### config.mk
export PLATFORM = sky130hd
export DESIGN_NAME = toggle_pulse_debouncer
export DESIGN_NICKNAME = d
export VERILOG_FILES = /design/src/rtl/toggle_pulse_debouncer.sv
export SDC_FILE = /design/constraint.sdc
export NUM_CORES = 1
export LEC_CHECK = 0
export CORE_MARGIN = 2
export CORE_UTILIZATION = 35
export CTS_BUF_LIST = sky130_fd_sc_hd__clkbuf_2 sky130_fd_sc_hd__clkbuf_4 sky130_fd_sc_hd__clkbuf_8
export DETAILED_ROUTE_END_ITERATION = 12
export SYNTH_ARGS = -nofsm -noshare
export SYNTH_HDL_FRONTEND = slang
export SYNTH_SLANG_ARGS = --single-unit
### constraint.sdc
create_clock -name clk -period 1.8 [get_ports clk]
set_clock_uncertainty 0.1 [all_clocks]
set_input_delay 0.27 -clock clk [delete_from_list [all_inputs] [get_ports clk]]
set_output_delay 0.27 -clock clk [all_outputs]
set_load 0.01 [all_outputs]
### src/rtl/toggle_pulse_debouncer.sv
`default_nettype none
// ============================================================================
//  Module      : toggle_pulse_debouncer
//  Description : Synchronises and debounces a raw push-button level and emits
//                one single-cycle toggle pulse per accepted press. It also
//                exposes the debounced level and a wrapping 8-bit press count.
//  Revision    : 1.0 - initial release
// ============================================================================
module toggle_pulse_debouncer #(
   parameter int SYNC_STAGES     = 2,
   parameter int DEBOUNCE_CYCLES = 50000,
   parameter int CNT_WIDTH       = 16
) (
   input  logic       clk,
   input  logic       rst_n,
   input  logic       ena,
   input  logic       btn_in,
   output logic       btn_level,
   output logic       toggle_pulse,
   output logic [7:0] press_count
);

   // ------------------------------------------------------------------------
   // Constants
   // ------------------------------------------------------------------------
   localparam logic [1:0] c_ST_IDLE_LOW   = 2'd0;
   localparam logic [1:0] c_ST_CHECK_HIGH = 2'd1;
   localparam logic [1:0] c_ST_IDLE_HIGH  = 2'd2;
   localparam logic [1:0] c_ST_CHECK_LOW  = 2'd3;

   localparam logic [CNT_WIDTH-1:0] c_CNT_LIMIT = CNT_WIDTH'(DEBOUNCE_CYCLES);
   localparam logic [CNT_WIDTH-1:0] c_CNT_ZERO  = '0;
   localparam logic [CNT_WIDTH-1:0] c_CNT_ONE   = CNT_WIDTH'(1);

   // ------------------------------------------------------------------------
   // Declarations
   // ------------------------------------------------------------------------
   logic [SYNC_STAGES-1:0] sync_q;
   logic [SYNC_STAGES-1:0] sync_d;
   logic                   w_s;

   logic [1:0]             state_q;
   logic [1:0]             state_d;
   logic [CNT_WIDTH-1:0]   cnt_q;
   logic [CNT_WIDTH-1:0]   cnt_d;
   logic                   w_cnt_done;

   logic                   btn_level_q;
   logic                   btn_level_d;
   logic                   toggle_pulse_q;
   logic                   toggle_pulse_d;
   logic [7:0]             press_count_q;
   logic [7:0]             press_count_d;

   // ------------------------------------------------------------------------
   // Synchroniser: bit 0 captures the raw pin, the top bit is the sampled
   // level the FSM works on. It keeps shifting even while ena is low so the
   // FSM never resumes on a stale sample.
   // ------------------------------------------------------------------------
   assign sync_d = {sync_q[SYNC_STAGES-2:0], btn_in};
   assign w_s    = sync_q[SYNC_STAGES-1];

   // Synchroniser chain register
   always_ff @(posedge clk) begin
      if (!rst_n) begin
         sync_q <= '0;
      end else begin
         sync_q <= sync_d;
      end
   end

   // The current candidate level has been seen DEBOUNCE_CYCLES times already;
   // one more matching sample completes acceptance.
   assign w_cnt_done = (cnt_q == c_CNT_LIMIT);

   // State, counter and registered outputs
   always_ff @(posedge clk) begin
      if (!rst_n) begin
         state_q        <= c_ST_IDLE_LOW;
         cnt_q          <= c_CNT_ZERO;
         btn_level_q    <= 1'b0;
         toggle_pulse_q <= 1'b0;
         press_count_q  <= 8'd0;
      end else begin
         state_q        <= state_d;
         cnt_q          <= cnt_d;
         btn_level_q    <= btn_level_d;
         toggle_pulse_q <= toggle_pulse_d;
         press_count_q  <= press_count_d;
      end
   end

   // Next-state and debounce counter: a check state advances while the
   // sample stays at the candidate level and falls back on any revert,
   // including a revert in the very cycle the count would complete.
   always_comb begin
      state_d = state_q;
      cnt_d   = cnt_q;
      if (ena) begin
         case (state_q)
            c_ST_IDLE_LOW: begin
               if (w_s) begin
                  state_d = c_ST_CHECK_HIGH;
                  cnt_d   = c_CNT_ONE;
               end else begin
                  cnt_d   = c_CNT_ZERO;
               end
            end
            c_ST_CHECK_HIGH: begin
               if (!w_s) begin
                  state_d = c_ST_IDLE_LOW;
                  cnt_d   = c_CNT_ZERO;
               end else if (w_cnt_done) begin
                  state_d = c_ST_IDLE_HIGH;
                  cnt_d   = c_CNT_ZERO;
               end else begin
                  cnt_d   = cnt_q + c_CNT_ONE;
               end
            end
            c_ST_IDLE_HIGH: begin
               if (!w_s) begin
                  state_d = c_ST_CHECK_LOW;
                  cnt_d   = c_CNT_ONE;
               end else begin
                  cnt_d   = c_CNT_ZERO;
               end
            end
            c_ST_CHECK_LOW: begin
               if (w_s) begin
                  state_d = c_ST_IDLE_HIGH;
                  cnt_d   = c_CNT_ZERO;
               end else if (w_cnt_done) begin
                  state_d = c_ST_IDLE_LOW;
                  cnt_d   = c_CNT_ZERO;
               end else begin
                  cnt_d   = cnt_q + c_CNT_ONE;
               end
            end
            default: begin
               state_d = c_ST_IDLE_LOW;
               cnt_d   = c_CNT_ZERO;
            end
         endcase
      end
   end

   // Output next values: only a completed rise pulses and counts; a completed
   // fall just drops the level. The pulse defaults low every cycle.
   always_comb begin
      btn_level_d    = btn_level_q;
      toggle_pulse_d = 1'b0;
      press_count_d  = press_count_q;
      if (ena) begin
         if ((state_q == c_ST_CHECK_HIGH) && w_s && w_cnt_done) begin
            btn_level_d    = 1'b1;
            toggle_pulse_d = 1'b1;
            press_count_d  = press_count_q + 8'd1;
         end else if ((state_q == c_ST_CHECK_LOW) && !w_s && w_cnt_done) begin
            btn_level_d    = 1'b0;
         end
      end
   end

   assign btn_level    = btn_level_q;
   assign toggle_pulse = toggle_pulse_q;
   assign press_count  = press_count_q;

endmodule
`default_nettype wire

* Word-level counts from Yosys, hierarchy flattened
Index checks and enable logic that the tools add are counted.
** Cells by class
- Multiplexer cells :: 16
- Reductions and logical operators :: 11
- Eq/ne operators :: 8
- Add/subtract/negate cells :: 2
** Operator list (number)
- $pmux W16 S4 :: 1
- $mux W16 :: 3
- $add A16 B1 Y16 const B :: 1
- $eq A16 B16 Y1 const B :: 1
- $mux W2 :: 6
- $add A8 B1 Y8 const B :: 1
- $pmux W2 S4 :: 1
- $ne A3 B3 Y1 const B :: 2
- $reduce_and A2 Y1 :: 3
- $mux W1 :: 5
- $reduce_and A5 Y1 :: 1
- $eq A2 B2 Y1 const B :: 2
- $logic_and A1 B1 Y1 :: 4
- $ne A2 B2 Y1 const B :: 2
- $eq A2 B1 Y1 const B :: 1
- $logic_not A2 Y1 :: 1
- $reduce_bool A2 Y1 :: 1
- $logic_not A1 Y1 :: 1
** Word-level totals
- Word-level logic and storage cells :: 43
- Register bits :: 30
- Bits of input ports :: 4
- Output and inout bits :: 10

* Depth between registers and ports, before layout
Gate-level depths: netlist (run 1).
- Word-level depth :: 5
- Mapped depth :: 7
- Mapped depth without buffers :: 6

* Worst setup path before layout (run 1)
OpenSTA, ideal clock, no wires.
- Kind :: register -> register
- From :: register cnt_q[0]
- To :: register cnt_q[10]
- Arrival time :: 1.476 ns
- Setup slack :: 0.106 ns
- Data required time :: 1.583 ns
- Period minus slack after synthesis :: 1.694 ns
- Cell stages (with the launch flop) :: 8
- Path buffers :: 1
- Setup time :: 0.117 ns
- Cell sequence :: dfxtp_1 -> inv_1 -> ha_1 -> and4bb_1 -> nand4_2 -> a41oi_2 -> buf_2 -> nor2_1
** Between the ends
- Cells in the longest elaborated chain, start to end :: 4
- Elaborated cells on any way between the ends :: 6
- Those cells by class :: add/sub (1); eq/ne (1); mux (4)
** RTL lines
- start: declaration :: RTL line 44 : logic [CNT_WIDTH-1:0] cnt_q;
- start signal: assignment :: RTL line 80 : cnt_q <= c_CNT_ZERO;
- start signal: assignment :: RTL line 86 : cnt_q <= cnt_d;
- $add A16 B1 Y16 or $eq A16 B16 Y1 (tied branches) :: RTL line 117, 136, 74
- $mux W16 * :: RTL line 113, 132
- $mux W16 (on tied branches) :: RTL line 129, 110
- $pmux W16 S4 * :: RTL line 100 : case (state_q)
Every way passes the cells marked *; elsewhere a longest branch is shown, timed or not.
A chain may end at the register's enable or synchronous reset.

* Worst setup path after layout (run 1)
- From :: register cnt_q[1]
- To :: register press_count_q[5] (netlist: press_count[5])
** Between the ends
- Cells in the longest elaborated chain, start to end :: 3
** RTL lines
- $eq A16 B16 Y1 :: RTL line 74 : assign w_cnt_done = (cnt_q == c_CNT_LIMIT);
- $logic_and A1 B1 Y1 :: RTL line 154 : if ((state_q == c_ST_CHECK_HIGH) && w_s && w_cnt_done) begin
- $reduce_and A2 Y1 (no source line)
- end signal: assignment :: RTL line 89 : press_count_q <= press_count_d;
- end: declaration :: RTL line 52 : logic [7:0] press_count_q;
No other way between the ends.

==> results of run 1 <==
## layout make-up
type / count / area [um2] / share of cell area (%)
well taps: 50 / 62.6 / 3.11
clock buffers: 6 / 82.6 / 4.10
multi-input cells: 116 / 827 / 41.1
inverters: 7 / 26.3 / 1.31
repair buffers: 43 / 398 / 19.8
flip-flops and latches: 30 / 603 / 30.0
clock inverters: 2 / 12.5 / 0.622
## path summary, 6_finish.rpt
kind | start | endpoint | slack [ns] | cells past startpoint
setup / recovery | cnt_q[1]$_SDFFE_PN0P_ | press_count[5]$_SDFFE_PN0P_ | -0.02 | 7
hold / removal | sync_q[0]$_SDFF_PN0_ | sync_q[1]$_SDFF_PN0_ | 0.35 | 1
setup reg to reg | cnt_q[1]$_SDFFE_PN0P_ | press_count[5]$_SDFFE_PN0P_ | -0.02 | 7
hold reg to reg | sync_q[0]$_SDFF_PN0_ | sync_q[1]$_SDFF_PN0_ | 0.35 | 1
## per-layer routing
metal	global-route usage (%)	routed length [um]	vias up
met1	17.5	1440	631
li1	-	-	676
met2	28.0	1710	18
met5	0	0	-
met3	5.92	143	6
met4	6.50	55	0
## stage by stage
step,hold WS (ns),TNS (ns)
2_1_floorplan,0.297,0
3_3_place_gp,0.317,-1.18
3_5_place_dp,0.327,-1.47
4_1_cts,0.348,-0.0167
5_1_grt,0.371,-0.304
6_report,0.348,-0.0185
## what timing repair did
| item | 4_1_cts | 5_1_grt |
|---|---|---|
| hold buffers | 0 | 0 |
| pin swaps | 1 | 5 |
| cloned | 0 | 1 |
| buffers inserted | 0 | 5 |
| setup endpoints to repair | 19 | 21 |
| gates resized for setup | 3 | 9 |
## worst reg2reg max path, stage by stage, from the launching register on
cell and delay (ns):
dfxtp_2 0.32, inv_2 0.06, ha_4 0.12, and4bb_4 0.28
nand4_4 0.19, buf_4 0.20, o311ai_1 0.28, o41ai_1 0.13
## synthesized netlist by cell type (2+ instances only)
library cell,instances,area (um2)
dfxtp_1,30,601
ha_1,3,37.5
and2_1,2,12.5
nand4_1,8,50.1
buf_2,3,15.0
o21ai_0,3,15.0
inv_1,6,22.5
o41ai_1,2,17.5
o311ai_0,3,26.3
nor2_1,18,67.6
nand3_1,7,35.0
or3_1,3,18.8
nand2b_1,4,25.0
nor4_1,6,37.5
o31ai_1,4,30.0
xnor2_1,11,96.3
nor3_1,5,25.0
a21oi_1,5,25.0
clkbuf_1,2,7.51
mux2i_1,2,20.0
nand2_1,11,41.3
o211ai_1,3,22.5
xor2_1,4,35.0
## logic make-up after synthesis
family	count (synthesis)	share of synthesized area, %
AND/OR/NAND/NOR	72	29.1
flip-flops	30	41.9
AO/OA/AOI/OAI	24	12.5
XOR/XNOR	15	9.16
buffers and inverters	12	3.40
adder cells (fa/ha/maj)	3	2.62
multiplexers	2	1.40
## state kept, by name, summed over array words and instances (netlist names), named ones only
register      flops
sync_q            2
cnt_q            16
toggle_pulse      1
state_q           1
btn_level         1
press_count       8
## where the power goes
group / leakage [nW] / switching, W / internal [W]
Sequential: 0.243 / 0.00000282 / 0.000667
Clock: 0.0472 / 0.000255 / 0.000306
Combinational: 0.389 / 0.0000307 / 0.0000323
==> results.json, run 1 <==
{
  "die_w_um": 68.0,
  "critical-path-top-delay-family": "simple AND/OR/NAND/NOR gates",
  "dr.pass1.iters": 4,
  "required_ns": 1.86,
  "cp_max_fo": 7,
  "die_y_um": 68.0,
  "fill_cells": 370,
  "drive_gt1_share_pct": 24.5,
  "drtIter0Drc": 61,
  "dp.cells": 240,
  "gp_congestion": 0.832,
  "crit_type": "flop to flop",
  "grt_pass1_vias": 1280,
  "postRouteAntennaNets": 0,
  "total_power_w": 0.00129,
  "hold_viol": 0,
  "diodes": 0,
  "cts_tree": "done",
  "mostFrequentLayoutCells": "dfxtp_1 (28), buf_4 (27), nor2_1 (18)",
  "period_minus_slack_ns": 1.82,
  "cts.path.max_buffers": 2,
  "fmax_mhz": 550,
  "place_ws_ns": -0.182,
  "ctsHtreeMaxLevel": 2,
  "synth_cell_types": 36,
  "coreArea_um2": 3970,
  "cpPeakStageDelay_ns": 0.32,
  "violations": "negative setup slack",
  "setup_viol": 1,
  "wl_per_cell_um": 13.2,
  "finalMaxSlewViolations": 0,
  "port_buffers": 13,
  "vdd_drop_max_uv": 506,
  "area_growth_pct": 40.3,
  "drcViolationCount": 0,
  "final.setup.worst_slack_ns": -0.0185,
  "relSlewSlack_pct": 74.1,
  "hold_class": "flop to flop",
  "tightest_slew_ns": 0.386,
  "layout.nets": 210,
  "vias": 1331,
  "synth_edf_count": 0,
  "place_area_um2": 1810,
  "rsz0062_at_grt": "true",
  "end_kind": "flop",
  "ys_ff_latch": 30,
  "p_leak_nw": 0.679,
  "synth_nets": 165,
  "crit_buf_inv": 2,
  "ys_warn_count": 0,
  "crit_path_cell_trace": "inv_2 > ha_4 > and4bb_4 > nand4_4 > buf_4 > o311ai_1 > o41ai_1",
  "avgViaCountPerCell": 5.24,
  "synth_cells": 158,
  "dieArea_um2": 4620,
  "async_flop_share_pct": 0,
  "cp_slowest_cell": "dfxtp_2",
  "io_pins": 14,
  "antenna_found_initial": 0,
  "status": "finished with violations",
  "start_util_pct": 36.1,
  "grt_pass1_wl_um": 5490,
  "cts_sinks": 30,
  "ys_seq_area_share_pct": 41.9,
  "fin_area_um2": 2010,
  "root_buffer": "clkbuf_8",
  "maxCapViolCount": 0,
  "layout_commonest_cell": "dfxtp_1",
  "fin_cells": 254,
  "clock_latency_ns": 0.29,
  "grt.total_usage_pct": 16.1,
  "fin_util_pct": 50.7,
  "path_clk_slew_ns": 0.06,
  "period_share_pct": 101,
  "startpoint_type": "flop",
  "ys.flop_type": "dfxtp_1",
  "syn-cell-area_um2": 1430,
  "syn_avg_cell_area_um2": 9.08,
  "routed_wl_um": 3350,
  "grt_overflow_total": 0,
  "worstPathArrival_ns": 1.88,
  "hpwl_um": 2380,
  "rows": 23,
  "numCtsBuffers": 5,
  "powerDensity_nw_per_um2": 644,
  "grt_max_degree": 16
}
No activity file was read; power rests on OpenSTA's default activity.
==> run 2, diff against run 1 <==
--- a/config.mk
+++ b/config.mk
@@ -7,8 +7,8 @@
 export LEC_CHECK = 0
 export CORE_MARGIN = 2
 export CORE_UTILIZATION = 35
-export CTS_BUF_LIST = sky130_fd_sc_hd__clkbuf_2 sky130_fd_sc_hd__clkbuf_4 sky130_fd_sc_hd__clkbuf_8
 export DETAILED_ROUTE_END_ITERATION = 12
+export SLEW_MARGIN = 30
 export SYNTH_ARGS = -nofsm -noshare
 export SYNTH_HDL_FRONTEND = slang
 export SYNTH_SLANG_ARGS = --single-unit
==> constraint.sdc (replaced) <==
create_clock -name clk -period 2.3 [get_ports clk]
set_clock_uncertainty 0.1 [all_clocks]
set_input_delay 0.345 -clock clk [delete_from_list [all_inputs] [get_ports clk]]
set_output_delay 0.345 -clock clk [all_outputs]
set_load 0.01 [all_outputs]
==> results.json, run 2 (synthesis gave the netlist of run 1 again) <==
{
  "status": "complete, no violations",
  "startpoint_type": "flop",
  "postCtsHoldBufs": 0,
  "grt_pass1_wl_um": 5150,
  "clock_latency_ns": 0.28,
  "period_share_pct": 86.4,
  "ctsHtreeMaxLevel": 2,
  "root_buffer": "clkbuf_8",
  "die_y_um": 68.0,
  "cts_tree": "done",
  "grt_pass1_vias": 1166,
  "io_pins": 14,
  "drcViolationCount": 0,
  "grt_max_degree": 17,
  "post_cts_resize_count": 0,
  "drive_gt1_share_pct": 7.91,
  "period_minus_slack_ns": 1.99,
  "coreArea_um2": 3970,
  "final.setup.worst_slack_ns": 0.313,
  "port_buffers": 13,
  "mostFrequentLayoutCells": "dfxtp_1 (30), nor2_1 (18), clkdlybuf4s50_1 (13)",
  "required_ns": 2.35,
  "vias": 1234,
  "antenna_found_initial": 0,
  "largest_reg_flops": 16,
  "numCtsBuffers": 5,
  "routed_wl_um": 3070,
  "fill_cells": 388,
  "powerDensity_nw_per_um2": 617,
  "fmax_mhz": 503,
  "gp_congestion": 0.819,
  "top_register": "cnt_q",
  "cp_slowest_cell": "o311ai_0",
  "vdd_drop_max_uv": 433,
  "worstSetupEndpoint": "press_count[6]$_SDFFE_PN0P_",
  "rrSetupSlack_ns": 0.31,
  "crit_path_start": "cnt_q[0]$_SDFFE_PN0P_",
  "tightest_slew_ns": 0.364,
  "layout.nets": 183,
  "start_util_pct": 36.1,
  "end_kind": "flop",
  "finalMaxSlewViolations": 0,
  "r2r-start": "cnt_q[0]$_SDFFE_PN0P_",
  "hpwl_um": 2210,
  "worst-r2r-cell-count": 6,
  "wl_per_cell_um": 13.5,
  "critical-path-top-delay-family": "simple AND/OR/NAND/NOR gates",
  "avgViaCountPerCell": 5.44,
  "maxCapViolCount": 0,
  "post-cts-setup-buffers": 0,
  "worstPathArrival_ns": 2.04,
  "rsz0062_at_grt": "false",
  "path_clk_slew_ns": 0.07,
  "place_ws_ns": 0.0605,
  "relSlewSlack_pct": 75.5,
  "postRouteAntennaNets": 0,
  "rr_endpoint": "press_count[6]$_SDFFE_PN0P_",
  "cpPeakStageDelay_ns": 0.44,
  "hold_class": "flop to flop",
  "min_path_cells": 1,
  "cp_max_fo": 13,
  "cts.path.max_buffers": 2,
  "cts_sinks": 30,
  "rows": 23,
  "area_growth_pct": 20.9,
  "cp.depth": 6,
  "die_w_um": 68.0,
  "crit_buf_inv": 1,
  "crit_path_cell_trace": "inv_1 > ha_1 > and4bb_1 > nand4_2 > o311ai_0 > o41ai_1",
  "p_leak_nw": 0.536,
  "crit_type": "flop to flop",
  "layout_commonest_cell": "dfxtp_1",
  "diodes": 0,
  "tns_ns": 0,
  "hold_viol": 0,
  "drtIter0Drc": 52,
  "setup_viol": 0,
  "grt_overflow_total": 0,
  "dieArea_um2": 4620,
  "dr.pass1.iters": 4,
  "grt.total_usage_pct": 15.3
}
run 2: cell types whose count changed in the layout (fill, tap and decap cells not counted), moves of 2 or more:
cell,before,now
dfxtp_2,2,0
buf_4,27,3
clkbuf_1,0,2
inv_1,4,6
dfxtp_1,28,30
inv_2,2,0
buf_12,2,0
run 2: layout make-up:
cell class / instances / area [um2] / share of cell area, %
sequential: 30 / 601 / 34.7
clock buffer: 7 / 76.3 / 4.40
tap: 50 / 62.6 / 3.61
timing repair buffer: 16 / 153 / 8.81
inverter: 7 / 26.3 / 1.52
multi-input combinational: 116 / 785 / 45.3
clock inverter: 1 / 30.0 / 1.73
run 2: power by group:
group / internal [W] / switching [W]
clock: 0.000324 / 0.000190
combinational: 0.0000129 / 0.0000187
sequential: 0.000522 / 0.00000219
run 2: per-layer routing:
| metal | GRT usage [%] | share of wire (%) | vias to the layer above |
|---|---|---|---|
| li1 | - | - | 617 |
| met5 | 0 | 0 | - |
| met4 | 7.50 | 1.3 | 0 |
| met2 | 26.2 | 49 | 20 |
| met3 | 5.92 | 4.3 | 5 |
| met1 | 16.4 | 46 | 592 |
run 2: through the flow:
stage / hold slack, ns / cell area [um2] / power [W] / std cells / utilization, %
floorplan: 0.312 / 1430 / 0.000554 / 158 / -
global placement: 0.314 / 1630 / 0.000567 / 219 / 41.0
detailed placement: 0.323 / 1630 / 0.000568 / 219 / 41.0
CTS: 0.339 / 1730 / 0.00109 / 227 / 43.6
global route: 0.366 / 1730 / 0.00112 / 227 / 43.6
finish: 0.334 / 1730 / 0.00107 / 227 / 43.6
run 2: worst min path at each step:
stage | from | endpoint
after global placement | sync_q[0]$_SDFF_PN0_ | sync_q[1]$_SDFF_PN0_
after global routing | sync_q[0]$_SDFF_PN0_ | sync_q[1]$_SDFF_PN0_
after CTS | sync_q[0]$_SDFF_PN0_ | sync_q[1]$_SDFF_PN0_
after detailed placement | sync_q[0]$_SDFF_PN0_ | sync_q[1]$_SDFF_PN0_
final | sync_q[0]$_SDFF_PN0_ | sync_q[1]$_SDFF_PN0_
after floorplan | sync_q[0]$_SDFF_PN0_ | sync_q[1]$_SDFF_PN0_
==> run 3, diff against run 2 <==
--- a/config.mk
+++ b/config.mk
@@ -8,6 +8,7 @@
 export CORE_MARGIN = 2
 export CORE_UTILIZATION = 35
 export DETAILED_ROUTE_END_ITERATION = 12
+export REMOVE_ABC_BUFFERS = 1
 export SLEW_MARGIN = 30
 export SYNTH_ARGS = -nofsm -noshare
 export SYNTH_HDL_FRONTEND = slang
==> constraint.sdc (replaced) <==
create_clock -name clk -period 2.2 [get_ports clk]
set_clock_uncertainty 0.1 [all_clocks]
set_input_delay 0.33 -clock clk [delete_from_list [all_inputs] [get_ports clk]]
set_output_delay 0.33 -clock clk [all_outputs]
set_load 0.01 [all_outputs]
==> results.json, run 3 (synthesis gave the netlist of run 1 again) <==
{
  "numCtsBuffers": 5,
  "diodes": 0,
  "mostFrequentLayoutCells": "dfxtp_1 (30), nor2_1 (18), clkdlybuf4s50_1 (13)",
  "status": "complete, no violations",
  "rsz0062_at_grt": "false",
  "coreArea_um2": 3970,
  "finalMaxSlewViolations": 0,
  "relSlewSlack_pct": 76.7,
  "drtIter0Drc": 35,
  "die_y_um": 68.0,
  "routed_wl_um": 2840,
  "grt.total_usage_pct": 14.8,
  "hold_viol": 0,
  "fin_area_um2": 1730,
  "die_w_um": 68.0,
  "ctsHtreeMaxLevel": 2,
  "seq_area_um2": 601,
  "layout_commonest_cell": "dfxtp_1",
  "avgViaCountPerCell": 5.22,
  "top_register": "cnt_q",
  "setup_viol": 0,
  "largest_reg_flops": 16,
  "hpwl_um": 2080,
  "gp_congestion": 0.744,
  "tightest_slew_ns": 0.347,
  "period_minus_slack_ns": 1.85,
  "root_buffer": "clkbuf_8",
  "antenna_found_initial": 0,
  "clock_latency_ns": 0.28,
  "fmax_mhz": 541,
  "end_kind": "flop",
  "period_share_pct": 84.0,
  "rows": 23,
  "post-cts-setup-buffers": 0,
  "fin_cells": 229,
  "place_area_um2": 1650,
  "dp.cells": 222,
  "powerDensity_nw_per_um2": 571,
  "area_growth_pct": 20.3,
  "required_ns": 2.25,
  "path_clk_slew_ns": 0.06,
  "cp_max_fo": 9,
  "drive_gt1_share_pct": 8.94,
  "place_ws_ns": 0.0797,
  "grt_pass1_wl_um": 5070,
  "startpoint_type": "flop",
  "start_util_pct": 36.1,
  "cpPeakStageDelay_ns": 0.41,
  "vdd_drop_max_uv": 246,
  "dieArea_um2": 4620,
  "maxCapViolCount": 0,
  "cts.path.max_buffers": 2,
  "postCtsHoldBufs": 0,
  "multi_input_area_um2": 785,
  "postRouteAntennaNets": 0,
  "cts_sinks": 30,
  "grt_overflow_total": 0,
  "io_pins": 14,
  "grt_pass1_vias": 1153,
  "cts_tree": "done",
  "hold_class": "flop to flop",
  "final.setup.worst_slack_ns": 0.352,
  "cp_slowest_cell": "o311ai_0",
  "vias": 1195,
  "grt_max_degree": 17,
  "total_power_w": 0.000986,
  "crit_type": "flop to flop",
  "fill_cells": 391,
  "port_buffers": 13,
  "p_leak_nw": 0.534,
  "worstPathArrival_ns": 1.90,
  "drcViolationCount": 0,
  "post_cts_resize_count": 0,
  "tns_ns": 0,
  "crit_path_cell_trace": "nor4_4 > nand4_2 > o311ai_0 > o41ai_1",
  "wl_per_cell_um": 12.4,
  "dr.pass1.iters": 4,
  "layout.nets": 186
}
run 3: cell types whose count changed in the layout (fill, tap and decap cells not counted):
| cell | delta |
|---|---|
| bufinv_16 | -1 |
| buf_4 | +3 |
run 3: power by group:
group          switching [W]  total [W]  internal, W
sequential        0.00000240   0.000549     0.000546
combinational      0.0000193  0.0000328    0.0000135
clock               0.000187   0.000404     0.000217
run 3: critical path, delay by kind of cell, from the launching register on:
family / cells / cell delay, ns
simple gates: 2 / 0.68
compound gates: 2 / 0.54
flops: 1 / 0.39
run 3: worst paths after layout:
check / from / to / slack (ns) / cells after the start
max: cnt_q[7]$_SDFFE_PN0P_ / press_count[6]$_SDFFE_PN0P_ / 0.35 / 4
min: sync_q[0]$_SDFF_PN0_ / sync_q[1]$_SDFF_PN0_ / 0.33 / 1
max reg2reg: cnt_q[7]$_SDFFE_PN0P_ / press_count[6]$_SDFFE_PN0P_ / 0.35 / 4
min reg2reg: sync_q[0]$_SDFF_PN0_ / sync_q[1]$_SDFF_PN0_ / 0.33 / 1
run 3: final cells by class:
cell class	count	share of cell area, %
Clock buffer	7	4.42
Tap cell	50	3.63
Multi-Input combinational cell	116	45.5
Sequential cell	30	34.8
Inverter	7	1.52
Timing Repair Buffer	19	10.2
run 3: metrics by stage:
stage,hold WS [ns],util [%]
2_1_floorplan,0.312,-
3_3_place_gp,0.315,41.5
3_5_place_dp,0.320,41.5
4_1_cts,0.330,43.4
5_1_grt,0.348,43.4
6_report,0.330,43.4
run 3: routing by layer:
layer / vias to the layer above / global-route usage, % / wire length, um
met4: 0 / 7.00 / 55
met2: 20 / 24.4 / 1330
met5: - / 0 / 0
met3: 6 / 5.43 / 123
met1: 544 / 17.0 / 1340
li1: 625 / - / -
